<file path="src/rtl/time_tag_capture_if.sv">
// Read port of the time-tag FIFO: first-word-fall-through valid/ready with tag and source flags.
interface time_tag_capture_if #(
  parameter int CW = 28
);
  logic          rd_valid;
  logic          rd_ready;
  logic [CW-1:0] rd_data;
  logic [1:0]    rd_src;

  modport master (output rd_valid, output rd_data, output rd_src, input rd_ready);
  modport slave  (input rd_valid, input rd_data, input rd_src, output rd_ready);
endinterface

</file>
<file path="src/rtl/time_tag_capture.sv">
// Samples the free-running time-tag counter on event/PPS rising edges, queues the tags
// in a small FWFT FIFO and measures the counter delta between successive PPS edges.
module time_tag_capture #(
  parameter int CW          = 28,
  parameter int DEPTH       = 4,
  parameter int SYNC_STAGES = 2
) (
  input  logic                     clk,
  input  logic                     res_n,
  input  logic [CW-1:0]            count,
  input  logic                     evt_in,
  input  logic                     pps_in,
  time_tag_capture_if.master       rd,
  output logic [$clog2(DEPTH):0]   level,
  output logic                     ovf,
  input  logic                     ovf_clr,
  output logic [CW-1:0]            pps_period,
  output logic                     pps_pvalid
);
  localparam int AW = $clog2(DEPTH);

  logic [SYNC_STAGES-1:0] evt_sync_reg, pps_sync_reg;
  logic [1:0]             evt_edge_reg, pps_edge_reg;
  logic                   evt_det, pps_det, capture;
  logic [1:0]             src;

  logic [CW+1:0] mem [DEPTH];
  logic [AW:0]   wr_ptr_reg, rd_ptr_reg, wr_ptr_next, rd_ptr_next;
  logic [CW+1:0] head_reg, head_next;
  logic          ovf_reg;
  logic          rd_valid_int, full, pop, push, drop;

  logic [CW-1:0] last_pps_reg, period_reg;
  logic          have_pps_reg, pvalid_reg;

  // Edge register is a two-deep delay of the last sync stage, so detection lands at SYNC_STAGES+1.
  always_ff @(posedge clk or negedge res_n) begin
    if (!res_n) begin
      evt_sync_reg <= '0;
      pps_sync_reg <= '0;
      evt_edge_reg <= '0;
      pps_edge_reg <= '0;
    end else begin
      evt_sync_reg <= {evt_sync_reg[SYNC_STAGES-2:0], evt_in};
      pps_sync_reg <= {pps_sync_reg[SYNC_STAGES-2:0], pps_in};
      evt_edge_reg <= {evt_edge_reg[0], evt_sync_reg[SYNC_STAGES-1]};
      pps_edge_reg <= {pps_edge_reg[0], pps_sync_reg[SYNC_STAGES-1]};
    end
  end

  assign evt_det = evt_edge_reg[0] & ~evt_edge_reg[1];
  assign pps_det = pps_edge_reg[0] & ~pps_edge_reg[1];
  assign capture = evt_det | pps_det;
  assign src     = {pps_det, evt_det};

  assign level        = wr_ptr_reg - rd_ptr_reg;
  assign rd_valid_int = (wr_ptr_reg != rd_ptr_reg);
  assign full         = (level == (AW+1)'(DEPTH));
  assign pop          = rd_valid_int & rd.rd_ready;
  assign push         = capture & (~full | pop);
  assign drop         = capture & full & ~pop;
  assign wr_ptr_next  = wr_ptr_reg + (AW+1)'(push);
  assign rd_ptr_next  = rd_ptr_reg + (AW+1)'(pop);

  // Head register tracks the entry the read pointer will point at; a tag landing in an
  // empty FIFO bypasses the array so it shows up in the very next cycle.
  always_comb begin
    head_next = head_reg;
    if (wr_ptr_next != rd_ptr_next) begin
      if (rd_ptr_next == wr_ptr_reg) head_next = {src, count};
      else                           head_next = mem[rd_ptr_next[AW-1:0]];
    end
  end

  always_ff @(posedge clk) begin
    if (push) mem[wr_ptr_reg[AW-1:0]] <= {src, count};
  end

  always_ff @(posedge clk or negedge res_n) begin
    if (!res_n) begin
      wr_ptr_reg   <= '0;
      rd_ptr_reg   <= '0;
      head_reg     <= '0;
      ovf_reg      <= 1'b0;
      last_pps_reg <= '0;
      period_reg   <= '0;
      have_pps_reg <= 1'b0;
      pvalid_reg   <= 1'b0;
    end else begin
      wr_ptr_reg <= wr_ptr_next;
      rd_ptr_reg <= rd_ptr_next;
      head_reg   <= head_next;
      if (drop)         ovf_reg <= 1'b1;
      else if (ovf_clr) ovf_reg <= 1'b0;
      // Period is tracked independently of whether the FIFO had room for this PPS.
      if (pps_det) begin
        last_pps_reg <= count;
        have_pps_reg <= 1'b1;
        if (have_pps_reg) begin
          period_reg <= count - last_pps_reg;
          pvalid_reg <= 1'b1;
        end
      end
    end
  end

  assign rd.rd_valid = rd_valid_int;
  assign rd.rd_data  = head_reg[CW-1:0];
  assign rd.rd_src   = head_reg[CW+1:CW];
  assign ovf         = ovf_reg;
  assign pps_period  = period_reg;
  assign pps_pvalid  = pvalid_reg;
endmodule
</file>
<file path="src/flat_wrapper.sv">
// flat-port wrapper written by rule: the top's interface ports become plain ports
module time_tag_capture_flat 
#(
  parameter int CW          = 28,
  parameter int DEPTH       = 4,
  parameter int SYNC_STAGES = 2
)
  (clk, res_n, count, evt_in, pps_in, level, ovf, ovf_clr, pps_period, pps_pvalid, rd_rd_valid, rd_rd_data, rd_rd_src, rd_rd_ready);
  time_tag_capture_if #(.CW(CW)) rd_i ();
  input  logic clk;
  input  logic res_n;
  input  logic [CW-1:0] count;
  input  logic evt_in;
  input  logic pps_in;
  output logic [$clog2(DEPTH):0] level;
  output logic ovf;
  input  logic ovf_clr;
  output logic [CW-1:0] pps_period;
  output logic pps_pvalid;
  output wire logic [$bits(rd_i.rd_valid)-1:0] rd_rd_valid;
  output wire logic [$bits(rd_i.rd_data)-1:0] rd_rd_data;
  output wire logic [$bits(rd_i.rd_src)-1:0] rd_rd_src;
  input wire logic [$bits(rd_i.rd_ready)-1:0] rd_rd_ready;
  assign rd_rd_valid = rd_i.rd_valid;
  assign rd_rd_data = rd_i.rd_data;
  assign rd_rd_src = rd_i.rd_src;
  assign rd_i.rd_ready = rd_rd_ready;
  time_tag_capture #(.CW(CW), .DEPTH(DEPTH), .SYNC_STAGES(SYNC_STAGES)) u_core (.clk(clk), .res_n(res_n), .count(count), .evt_in(evt_in), .pps_in(pps_in), .rd(rd_i), .level(level), .ovf(ovf), .ovf_clr(ovf_clr), .pps_period(pps_period), .pps_pvalid(pps_pvalid));
endmodule
</file>
<file path="config.mk">
export PLATFORM = sky130hd
export DESIGN_NAME = time_tag_capture_flat
export DESIGN_NICKNAME = d
export VERILOG_FILES = /design/src/rtl/time_tag_capture_if.sv /design/src/rtl/time_tag_capture.sv /design/src/flat_wrapper.sv
export SDC_FILE = /design/constraint.sdc
export NUM_CORES = 1
export LEC_CHECK = 0
export BUFFER_PORTS_ARGS = -buffer_cell sky130_fd_sc_hd__buf_2
export CORE_MARGIN = 1
export CORE_UTILIZATION = 55
export DETAILED_ROUTE_END_ITERATION = 16
export PLACE_DENSITY_LB_ADDON = 0.3
export REMOVE_ABC_BUFFERS = 1
export SYNTH_ARGS = -nofsm -noshare
export SYNTH_HDL_FRONTEND = slang
export SYNTH_SLANG_ARGS = --single-unit
</file>
<file path="constraint.sdc">
create_clock -name clk -period 6.2 [get_ports clk]
set_input_delay 0.62 -clock clk [delete_from_list [all_inputs] [get_ports clk]]
set_output_delay 0.62 -clock clk [all_outputs]
set_load 0.03 [all_outputs]
</file>
=== After elaboration in Yosys (flattened, before gate mapping) ===
Memory sizes are Yosys's and may differ from the RTL's.
Cells that the tools add are included.

* Muxes and demuxes: 5
* $add $sub $neg: 4
* Bitwise logic cells: 12
* Reductions and logical operators: 2
* Equal/unequal tests: 4

{| class="wikitable"
|+ Operator list
! kind !! count
|-
| $mux W30 || 1
|-
| $sub A28 B28 Y28 || 1
|-
| $add A3 B1 Y3 || 2
|-
| $and A1 B1 Y1 || 6
|-
| $ne A3 B3 Y1 || 2
|-
| $mux W1 || 4
|-
| $not A1 Y1 || 4
|-
| $eq A3 B3 Y1 || 1
|-
| $eq A3 B3 Y1 const B || 1
|-
| $sub A3 B3 Y3 || 1
|-
| $or A1 B1 Y1 || 2
|-
| $reduce_and A2 Y1 || 1
|-
| $reduce_bool A2 Y1 || 1
|}

* Input bits: 34
* Output and inout bits: 64
* Bits in writable memories: 120
* Flip-flop bits (word level): 103
* Logic and storage cells: 40
* Memories kept: 1

{| class="wikitable"
|+ Memories
! memory !! depth !! bits a word !! rd ports !! clocked after memory_dff !! wr ports !! RTL line !! text
|-
| u_core.mem || 4 || 30 || 1 || 0 || 1 || time_tag_capture.sv:27 || <nowiki>logic [CW+1:0] mem [DEPTH];</nowiki>
|}

=== Depth between registers and ports, before layout ===
Gate-level depths: netlist (run 1).

* Depth in word-level cells: 7
* Mapped depth: 16

=== Worst setup path after synthesis (run 1) ===
OpenSTA, ideal clock, no wires.

* Kind: register to register
* Start point: reg u_core.wr_ptr_reg[0]
* End point: mem u_core.mem[0][0] (netlist bit) (enable)
* Arrival: 4239 ps
* Clock period less this slack: 4731 ps
* Slack: 1469 ps
* Library setup time: 493 ps
* Stages on the path, launching flop included: 7
* Cells stage by stage: dfrtp_1 -> inv_1 -> ha_1 -> fa_1 -> a31oi_1 -> nor2_1 -> nor4_1

* Longest elaborated chain between the ends: 7

{| class="wikitable"
|+ RTL lines
! item !! RTL line !! text
|-
| start: declaration || time_tag_capture.sv:28 || <nowiki>logic [AW:0] wr_ptr_reg, rd_ptr_reg, wr_ptr_next, rd_ptr_next;</nowiki>
|-
| start signal: assignment || time_tag_capture.sv:90 || <nowiki>wr_ptr_reg <= wr_ptr_next;</nowiki>
|-
| $sub A3 B3 Y3 || time_tag_capture.sv:56 || <nowiki>assign level = wr_ptr_reg - rd_ptr_reg;</nowiki>
|-
| $eq A3 B3 Y1 || time_tag_capture.sv:58 || <nowiki>assign full = (level == (AW+1)'(DEPTH));</nowiki>
|-
| $not A1 Y1 || time_tag_capture.sv:60 || <nowiki>assign push = capture & (~full | pop);</nowiki>
|-
| $or A1 B1 Y1 || time_tag_capture.sv:60 ||
|-
| $and A1 B1 Y1 || time_tag_capture.sv:60 ||
|-
| $mux W1 || time_tag_capture.sv:76 || <nowiki>if (push) mem[wr_ptr_reg[AW-1:0]] <= {src, count};</nowiki>
|-
| $mux W1 (not written as such) || time_tag_capture.sv:76 ||
|-
| end: declaration || time_tag_capture.sv:27 ||
|}

Parallel ways exist; a longest one is shown, timed or not.

=== Final worst setup path (run 1) ===
* Start point: reg u_core.wr_ptr_reg[0]
* End point: reg u_core.head_reg[23]

* Longest elaborated chain between the ends: 7

{| class="wikitable"
|+ RTL lines
! item !! RTL line !! text
|-
| $sub A3 B3 Y3 || time_tag_capture.sv:56 ||
|-
| $eq A3 B3 Y1 || time_tag_capture.sv:58 ||
|-
| $not A1 Y1 || time_tag_capture.sv:60 ||
|-
| $or A1 B1 Y1 || time_tag_capture.sv:60 ||
|-
| $and A1 B1 Y1 || time_tag_capture.sv:60 ||
|-
| $add A3 B1 Y3 * || time_tag_capture.sv:62 || <nowiki>assign wr_ptr_next = wr_ptr_reg + (AW+1)'(push);</nowiki>
|-
| via u_core.wr_ptr_next[2] || time_tag_capture.sv:28 ||
|-
| $ne A3 B3 Y1 * || time_tag_capture.sv:69 || <nowiki>if (wr_ptr_next != rd_ptr_next) begin</nowiki>
|-
| end signal: assignment || time_tag_capture.sv:92 || <nowiki>head_reg <= head_next;</nowiki>
|-
| end: declaration || time_tag_capture.sv:29 || <nowiki>logic [CW+1:0] head_reg, head_next;</nowiki>
|}

The timed path passes the listed nets; every way through them passes the cells marked *.
A chain may end at the register's enable or synchronous reset.

==> out/results.tsv, run 1 <==
stage	metric	value	unit
run_status	status	completed	
global_routing	grt_pass1_vias	6773	
cts	cts-root-buf	clkbuf_16	
setup_path	critPathSlowestCell	or3_2	
sta	max_freq	233	MHz
setup_path	cpPeakStageDelay	0.98	ns
setup_path	crit_arrival	4.61	ns
sta	finalSetupTns	0	ns
global_routing	grt_overflow	0	
cts	cts_buffers	23	
sta	finalClockSkew	0.0264	ns
logic_synthesis	synth-seq-cells	223	
logic_synthesis	yosys.area.top_type_share	36.0	%
power	clock_power_share	21.0	%
sta	slew_viol_final	0	
sta	finalCriticalPeriod	4.30	ns
power	seq_power_share	33.6	%
logic_synthesis	yosys_most_used_dff	edfxtp_1	
logic_synthesis	yosys_warnings	0	
power	power_density	563	mW/mm^2
setup_path	r2r_cells	14	
final_layout	largest_register_ff_count	120	
placed_design	dp_hpwl	13900	um
setup_path	path_class	reg -> reg	
die	die_area	0.0188	sq mm
die	design.core.area	0.0175	sq mm
logic_synthesis	synthArstFlopShare	46.2	%
placed_design	place_ws	2.03	ns
drt	drtIter0Drc	516	
drt	drc_errors	0	
drt	num_vias	6443	
die	start_util	57.2	%
global_routing	grt_usage	24.6	%
cts	clock_path_buffers	3	
setup_path	crit_path_max_fanout	60	
power	p_sw	0.00251	W
die	num_rows	48	
sta	finalHoldViolCount	0	
power	ir_worst_vdd	0.619	mV
setup_path	crit_path_end_kind	register	
final_layout	final_cell_mix	edfxtp_1 (120), dfrtp_1 (103), buf_2 (96)	
cts	cts_sinks	223	
logic_synthesis	yosysTopAreaCell	edfxtp_1	
cts	cts_post_setup_buffers_inserted	0	
cts	cts_tree	yes	
logic_synthesis	netlist_area	0.0100	sq mm
logic_synthesis	synth_area_per_cell	13.2	sq um
final_layout	mostFrequentLayoutCell	edfxtp_1	
logic_synthesis	synth_edf_count	120	
drt	wl_per_cell	19.8	um
power	p_sw_share	39.0	%
worst_hold_path	hold_class	in -> async	
final_layout	layout.nets	926	
setup_path	start_kind	register	
power	p_comb_share	45.4	%
drt	routed_via_density	5.85	
sta	rsz0062_at_grt	no	
global_routing	grt_first_pass_wirelength	35100	um
sta	finalCritPeriodShare	69.3	%
logic_synthesis	synth.distinct_cells	56	
global_routing	grt_start_max_net_pins	65	
cts	hold_buffers	0	
logic_synthesis	ys_seq_area_share	61.7	%
cts	postCtsResizedCells	0	
sta	worst_pin_slew	1.21	ns
placed_design	portBuffers	97	
setup_path	worstPathRequired	6.52	ns
cts	clk_pin_slew	0.06	ns
drt	drt-total-wl	21800	um
sta	fin_ws	1.90	ns
drt	ant_nets	0	
setup_path	worstPathCellList	inv_1, ha_1, fa_1, nor3_1, a31oi_1, nor2_1, nor2_1, ha_1, ha_1, xor2_2, xnor2_1, or3_2, nor2_1, a21oi_1	
sta	finalSetupViolCount	0	
logic_synthesis	synth_area_leaders	edfxtp_1 (36%), dfrtp_1 (26%), mux4_2 (6.7%), ha_1 (4.1%), nand2_1 (2.8%)	
sta	slew-limit-headroom	19.2	%
global_routing	antenna_found_initial	2	
setup_path	cp_top_family	simple AND/OR/NAND/NOR gates	
drt	first_pass_iters	5	
die	io_pins	98	
cts	clock_latency	0.51	ns
die	fp.dieH	137	um
setup_path	crit_buf_inv	1	
placed_design	gp_congestion	0.884	
cts	cts_max_level	1	
final_layout	area_growth	14.2	%
setup_path	cp.depth	14	
logic_synthesis	synthCells	761	
final_layout	drive_gt1_share	22.4	%
power	p_int	0.00393	W
die	die_width	137	um
power	cellLeakagePower	4.80	nW
run	maxCapViolCount	0	
==> per-layer routing <==
metal	routed length (um)	vias up	track usage (%)	part of all wire [%]
met5	0	-	0	0
met4	520	0	8.00	2.4
met3	1240	46	3.04	5.7
met2	10600	214	40.7	49
met1	9470	3209	34.0	43
li1	-	2974	-	-
==> per-stage QoR <==
stage                     hold WS (ns)  cell area [sq um]  util [%]  std cells  total power (W)
after floorplan                  0.324               9830         -        726          0.00435
after global placement           0.333              10700      61.0       1057          0.00497
after detailed placement         0.337              10700      61.0       1057          0.00511
after CTS                       0.0820              11400      65.2       1099          0.00649
after global routing             0.109              11400      65.3       1101          0.00682
final                           0.0678              11400      65.3       1101          0.00645
==> power by group through the flow <==
stage | Combinational [W] | Clock, W | Sequential, W
final | 0.00293 | 0.00136 | 0.00217
after global routing | 0.00319 | 0.00143 | 0.00220
after CTS | 0.00295 | 0.00137 | 0.00217
after detailed placement | 0.00293 | 0 | 0.00218
after global placement | 0.00281 | 0 | 0.00216
after floorplan | 0.00187 | 0 | 0.00248
==> cells in the mapped netlist (7+ instances only) <==
cell      number
xor2_1        17
o21ai_0       53
buf_6          7
inv_1         38
buf_2         10
xnor2_1       14
a21o_1        10
nand2_1       75
mux2i_1       28
a31oi_1       10
clkbuf_1      17
mux4_2        30
a21oi_1       53
nor2_1        49
ha_1          33
edfxtp_1     120
nand3_1        8
dfrtp_1      103
==> layout make-up <==
type,count,area (sq um)
sequential,223,6180
fill,1272,6090
multi-input combinational,465,3540
clock buffer,29,618
timing repair buffer,106,556
tap,225,282
inverter,38,143
clock inverter,13,123
antenna,2,5.00
==> cell families after synthesis <==
family | synth area share, %
flops | 61.7
buf+inv | 3.38
fa+ha+maj | 4.52
compound gates | 10.5
xor+xnor | 2.87
mux | 9.87
simple gates | 7.19
==> worst paths after layout <==
kind	startpoint	end	slack (ns)
setup reg to reg	u_core.wr_ptr_reg[0]$_DFF_PN0_	u_core.head_reg[23]$_DFFE_PN0P_	1.90
max in group asynchronous	res_n	u_core.head_reg[18]$_DFFE_PN0P_	4.83
min in group clk	pps_in	u_core.pps_sync_reg[0]$_DFF_PN0_	0.21
setup / recovery	u_core.wr_ptr_reg[0]$_DFF_PN0_	u_core.head_reg[23]$_DFFE_PN0P_	1.90
hold reg to reg	u_core.evt_sync_reg[1]$_DFF_PN0_	u_core.evt_edge_reg[0]$_DFF_PN0_	0.35
hold / removal	res_n	u_core.pps_sync_reg[0]$_DFF_PN0_	0.07
Note: power is estimated with default switching activity, not from simulation.
==> inputs of run 2 (changes only) <==
ABC_AREA = 1   (was unset)
clock period = 4.4 ns   (was 6.2 ns; I/O delays follow)
==> run 2 against run 1 <==
Final cell count up 40%. Sequential share of layout area decreased by 3.7 points. Setup slack worse by 1.1 ns. First-iteration DRC count grew 5.8%. Largest cell class unchanged. Largest power group unchanged. Highest routed layer unchanged.
==> out/results.tsv, run 2 <==
stage	metric	value	unit
global_routing	antenna_found_initial	0	
logic_synthesis	yosys_warnings	0	
logic_synthesis	synth_common_cells	nand2_1 (411), inv_1 (135), edfxtp_1 (120)	
cts	clock_latency	0.51	ns
cts	clock_path_buffers	3	
die	fp.dieH	142	um
logic_synthesis	ys_seq_area_share	57.2	%
cts	cts_post_setup_buffers_inserted	0	
final_layout	antenna_cells	0	
sta	finalCriticalPeriod	3.64	ns
cts	cts_sinks	223	
sta	finalCritPeriodShare	82.8	%
cts	clk_pin_slew	0.06	ns
sta	worst_pin_slew	0.923	ns
setup_path	crit_path_max_fanout	54	
drt	first_pass_iters	5	
setup_path	path_class	reg -> reg	
sta	slew_viol_final	0	
global_routing	grt_start_max_net_pins	63	
logic_synthesis	synth_area_per_cell	9.18	sq um
setup_path	cpPeakStageDelay	0.44	ns
logic_synthesis	synth_area_leaders	edfxtp_1 (33%), dfrtp_1 (24%), nand2_1 (14%), inv_1 (4.7%), ha_1 (3.8%)	
final_layout	largest_register_ff_count	120	
global_routing	grt_pass1_vias	7613	
sta	finalSetupViolCount	0	
final_layout	area_growth	13.8	%
power	cellLeakagePower	5.63	nW
drt	drt-total-wl	23100	um
run_status	status	completed	
setup_path	critPathSlowestCell	dfrtp_1	
global_routing	grt_first_pass_wirelength	37700	um
logic_synthesis	synth_edf_count	120	
die	die_width	142	um
sta	finalClockSkew	0.00852	ns
final_layout	final_cell_mix	nand2_1 (411), inv_1 (135), edfxtp_1 (120)	
power	power_density	770	mW/mm^2
worst_hold_path	hold_class	in -> reg	
cts	cts_buffers	23	
final_layout	final_util	64.8	%
logic_synthesis	synthArstFlopShare	46.2	%
global_routing	grt_usage	23.7	%
cts	cts-root-buf	clkbuf_16	
die	design.core.area	0.0190	sq mm
die	die_area	0.0202	sq mm
cts	cts_tree	yes	
die	start_util	57.0	%
die	io_pins	98	
sta	slew-limit-headroom	38.3	%
drt	wl_per_cell	15.0	um
drt	num_vias	8136	
final_layout	drive_gt1_share	13.6	%
logic_synthesis	synth-seq-cells	223	
global_routing	grt_overflow	0	
die	num_rows	50	
placed_design	gp_congestion	0.907	
sta	max_freq	274	MHz
logic_synthesis	yosys_most_used_dff	edfxtp_1	
logic_synthesis	yosysTopAreaCell	edfxtp_1	
power	ir_worst_vdd	0.520	mV
setup_path	crit_path_end_kind	register	
logic_synthesis	yosys.area.top_type_share	33.4	%
run	maxCapViolCount	0	
final_layout	mostFrequentLayoutCell	nand2_1	
cts	cts_max_level	1	
setup_path	start_kind	register	
logic_synthesis	yosysMostFrequentCell	nand2_1	
drt	ant_nets	0	
sta	finalSetupTns	0	ns
logic_synthesis	netlist_area	0.0108	sq mm
drt	drtIter0Drc	546	
placed_design	dp_hpwl	15200	um
sta	finalHoldViolCount	0	
setup_path	worstPathRequired	4.77	ns
setup_path	worstPathCellList	inv_1, ha_1, fa_1, xnor2_1, nand3_1, o21ai_2, inv_1, ha_1, ha_1, xor2_1, nor2_1, nand2_4, inv_1, o21ai_0	
drt	routed_via_density	5.27	
sta	rsz0062_at_grt	no	
drt	drc_errors	0	
final_layout	layout.nets	1337	
logic_synthesis	synthCells	1176	
setup_path	crit_arrival	4.02	ns
logic_synthesis	synth.distinct_cells	38	
placed_design	portBuffers	97	
final_layout	fill_cells	1519	
[run 2: cell count changes after synthesis, moves of 10 or more]
cell,change
a21oi_1,-11
xnor2_1,-10
nand2_1,+336
mux4_2,-30
inv_1,+97
clkbuf_1,+10
a31oi_1,+15
nand3_1,+37
nor2_1,+16
mux2i_1,-28
a32oi_1,+30
[run 2: timing repair]
item / CTS / global route
hold buffers: 1 / 0
endpoints found under the hold margin: 38 / 0
resized for setup: 0 / 0
[run 2: final timing paths]
path,startpoint,endpoint,slack [ns],cells past startpoint
max,u_core.wr_ptr_reg[0]$_DFF_PN0_,u_core.head_reg[27]$_DFFE_PN0P_,0.76,14
min,evt_in,u_core.evt_sync_reg[0]$_DFF_PN0_,0.04,1
max reg2reg,u_core.wr_ptr_reg[0]$_DFF_PN0_,u_core.head_reg[27]$_DFFE_PN0P_,0.76,14
min reg2reg,u_core.evt_sync_reg[1]$_DFF_PN0_,u_core.evt_edge_reg[0]$_DFF_PN0_,0.35,0
max in group asynchronous,res_n,u_core.head_reg[20]$_DFFE_PN0P_,3.09,3
min in group asynchronous,res_n,u_core.pps_period[2]$_DFFE_PN0P_,0.45,2
[run 2: power by group]
group	internal [W]	switching (W)	total, W
registers	0.00281	0.000225	0.00304
logic	0.00138	0.00309	0.00447
clock network	0.00116	0.000795	0.00195
[run 2: layer usage]
layer / vias to the layer above / track usage [%] / share of wire [%]
li1: 4056 / - / -
met1: 3738 / 34.1 / 45
met2: 296 / 37.7 / 45
met3: 46 / 2.93 / 7.5
met4: 0 / 7.47 / 2.3
met5: - / 0 / 0
[run 2: final cells by class]
class / count / area [sq um] / share of cell area [%]
clock inverter: 10 / 86.3 / 0.703
inverter: 137 / 514 / 4.18
timing repair buffer: 109 / 581 / 4.72
multi-input combinational: 774 / 3910 / 31.8
clock buffer: 31 / 688 / 5.60
tap: 260 / 325 / 2.65
sequential: 223 / 6180 / 50.3
[run 2: cells by family after synthesis]
kind of cell             Yosys count  synth area share (%)
AND/OR/NAND/NOR                  556                  20.8
AO/OA/AOI/OAI                    167                  9.37
flip-flops                       223                  57.2
XOR/XNOR                          16                  1.61
buffers and inverters            179                  6.81
adder cells (fa/ha/maj)           35                  4.19
[run 2: through the flow]
stage,cells,power (W),worst slack [ns],instance area (sq um),hold slack [ns]
5_1_grt,1544,0.0101,0.494,12300,0.0181
3_3_place_gp,1502,0.00741,0.932,11500,0.333
2_1_floorplan,1134,0.00631,0.124,10600,0.144
3_5_place_dp,1502,0.00753,0.766,11500,0.337
6_report,1544,0.00946,0.756,12300,0.0416
4_1_cts,1544,0.00950,0.730,12300,0.0217
[run 2: worst max-delay path, delay by kind of cell (launching register included)]
kind | cells | cell delay, ns
xor+xnor | 2 | 0.34
buf+inv | 3 | 0.52
fa+ha+maj | 4 | 1.09
flops | 1 | 0.44
compound gates | 2 | 0.43
simple gates | 3 | 0.68
==> inputs of run 3 (changes only) <==
clock period = 3.5 ns   (was 4.4 ns; I/O delays follow)
==> run 3 against run 2 <==
The run now ends with hold timing left. Critical endpoint is now u_core.head_reg[21]$_DFFE_PN0P_. Clock skew grew 0.0040 ns. Clock power is 18% higher. Combinational power rose by 32%. Worst hold slack worse by 0.061 ns. Critical path depth rose by 1. Setup slack lost 0.43 ns. Largest power group unchanged. Via count rose by 2.1%. Cell area grew 0.41%.
==> out/results.tsv, run 3 (synthesized netlist as in run 2, its figures left out) <==
stage	metric	value	unit
run_status	status	finished with violations	
run_status	violations	hold timing	
sta	finalHoldViolCount	24	
setup_path	start_kind	register	
sta	finalSetupTns	0	ns
sta	finalSetupViolCount	0	
cts	cts-root-buf	clkbuf_16	
placed_design	gp_congestion	0.910	
die	fp.dieH	142	um
drt	num_vias	8308	
setup_path	crit_arrival	3.57	ns
die	num_rows	50	
final_layout	mostFrequentLayoutCell	nand2_1	
sta	rsz0062_at_grt	no	
final_layout	final_cells	1555	
drt	met2_length	11100	um
die	design.core.area	0.0190	sq mm
final_layout	largest_register_ff_count	120	
die	die_width	142	um
power	ir_worst_vdd	0.693	mV
sta	slew_viol_final	0	
final_layout	drive_gt1_share	13.7	%
die	start_util	57.0	%
setup_path	crit_path_max_fanout	46	
drt	drc_errors	0	
sta	max_freq	315	MHz
placed_design	dpl.cell_count	1509	
drt	drt-total-wl	24300	um
placed_design	portBuffers	97	
global_routing	grt_usage	25.3	%
setup_path	cp_common_cell	ha_1	
cts	cts_buffers	24	
drt	ant_nets	0	
placed_design	dp_hpwl	16000	um
cts	clock_path_buffers	3	
final_layout	area_growth	14.3	%
sta	finalClockSkew	0.0125	ns
die	die_area	0.0202	sq mm
drt	first_pass_iters	5	
global_routing	antenna_found_initial	1	
cts	cts_tree	yes	
cts	clock_latency	0.52	ns
final_layout	layout.nets	1346	
final_layout	final_cell_mix	nand2_1 (411), inv_1 (135), edfxtp_1 (120)	
drt	wl_per_cell	15.6	um
global_routing	grt_start_max_net_pins	71	
drt	routed_via_density	5.34	
cts	cts_sinks	223	
run	maxCapViolCount	0	
sta	worst_pin_slew	0.941	ns
setup_path	worstPathRequired	3.90	ns
sta	slew-limit-headroom	37.2	%
worst_hold_path	hold_class	in -> async	
drt	m1WireLength	11000	um
sta	hold_ws	-0.0196	ns
drt	drtIter0Drc	669	
sta	finalCritPeriodShare	90.7	%
cts	clk_pin_slew	0.06	ns
setup_path	worstPathCellList	inv_1, ha_1, fa_1, xnor2_1, nand3_1, o21ai_2, inv_1, ha_1, ha_1, xor2_2, xnor2_1, nand2_4, buf_8, nor2_1, a31oi_1	
die	io_pins	98	
sta	finalCriticalPeriod	3.17	ns
drt	wl_met3	1630	um
global_routing	grt_first_pass_wirelength	39900	um
drt	dr.max_layer_used	met4	
setup_path	cpPeakStageDelay	0.42	ns
power	power_density	975	mW/mm^2
global_routing	grt_overflow	0	
global_routing	grt_pass1_vias	7917	
setup_path	critPathSlowestCell	dfrtp_2	
setup_path	crit_path_end_kind	register	
power	cellLeakagePower	5.66	nW
cts	cts_max_level	1	
setup_path	path_class	reg -> reg	
==> run 3: through the flow <==
| step | hold WS [ns] | setup WS (ns) | total power, W | area [sq um] | util (%) |
|---|---|---|---|---|---|
| after global routing | 0.0401 | 0.0606 | 0.0129 | 12300 | 65.1 |
| final | -0.0196 | 0.327 | 0.0120 | 12300 | 65.1 |
| after detailed placement | 0.335 | 0.145 | 0.00969 | 11600 | 61.1 |
| after global placement | 0.334 | 0.301 | 0.00948 | 11600 | 61.1 |
| after CTS | 0.00378 | 0.131 | 0.0120 | 12300 | 65.0 |
| after floorplan | 0.0544 | -0.776 | 0.00793 | 10600 | - |
==> run 3: power breakdown <==
| part | total [W] | switching [W] | leakage (nW) | internal (W) |
|---|---|---|---|---|
| clock | 0.00231 | 0.000992 | 0.361 | 0.00132 |
| sequential | 0.00383 | 0.000294 | 2.33 | 0.00354 |
| combinational | 0.00589 | 0.00399 | 2.97 | 0.00190 |
==> run 3: path summary, 6_finish.rpt <==
| path | slack [ns] | cells after the start | endpoint | startpoint |
|---|---|---|---|---|
| max | 0.33 | 15 | u_core.head_reg[21]$_DFFE_PN0P_ | u_core.wr_ptr_reg[0]$_DFF_PN0_ |
| min | -0.02 | 1 | u_core.pps_period[13]$_DFFE_PN0P_ | res_n |
| max reg2reg | 0.33 | 15 | u_core.head_reg[21]$_DFFE_PN0P_ | u_core.wr_ptr_reg[0]$_DFF_PN0_ |
| min reg2reg | 0.35 | 0 | u_core.evt_sync_reg[1]$_DFF_PN0_ | u_core.evt_sync_reg[0]$_DFF_PN0_ |
| max in group asynchronous | 2.69 | 2 | u_core.wr_ptr_reg[0]$_DFF_PN0_ | res_n |
| min in group clk | 0.03 | 2 | u_core.ovf$_DFFE_PN0P_ | ovf_clr |
==> run 3: cell type report <==
cell class,count,area (sq um)
multi-input combinational,774,3910
sequential,223,6180
clock buffer,30,653
inverter,137,514
timing repair buffer,117,676
tap,260,325
fill,1531,6620
antenna,1,2.50
clock inverter,13,72.6
==> run 3: critical path: cells and delay by family (launching register included) <==
| family | cells | cell delay, ns |
|---|---|---|
| buffers and inverters | 3 | 0.41 |
| AOI/OAI and AO/OA | 2 | 0.20 |
| DFF | 1 | 0.42 |
| xor gates and xnor gates | 3 | 0.60 |
| adders and majority gates | 4 | 0.98 |
| and+or+nand+nor | 3 | 0.42 |
==> run 3: repair_timing <==
item,in CTS,in global routing
gates resized for setup,0,3
endpoints found under the setup margin,0,23
hold endpoints to repair,2,0
setup buffers,0,0
hold buffers,2,0
==> run 3: per-layer routing <==
metal | up-vias | GRT usage [%]
met3 | 45 | 3.90
met1 | 3898 | 35.1
met4 | 0 | 7.81
met2 | 281 | 41.2
met5 | - | 0
li1 | 4084 | -
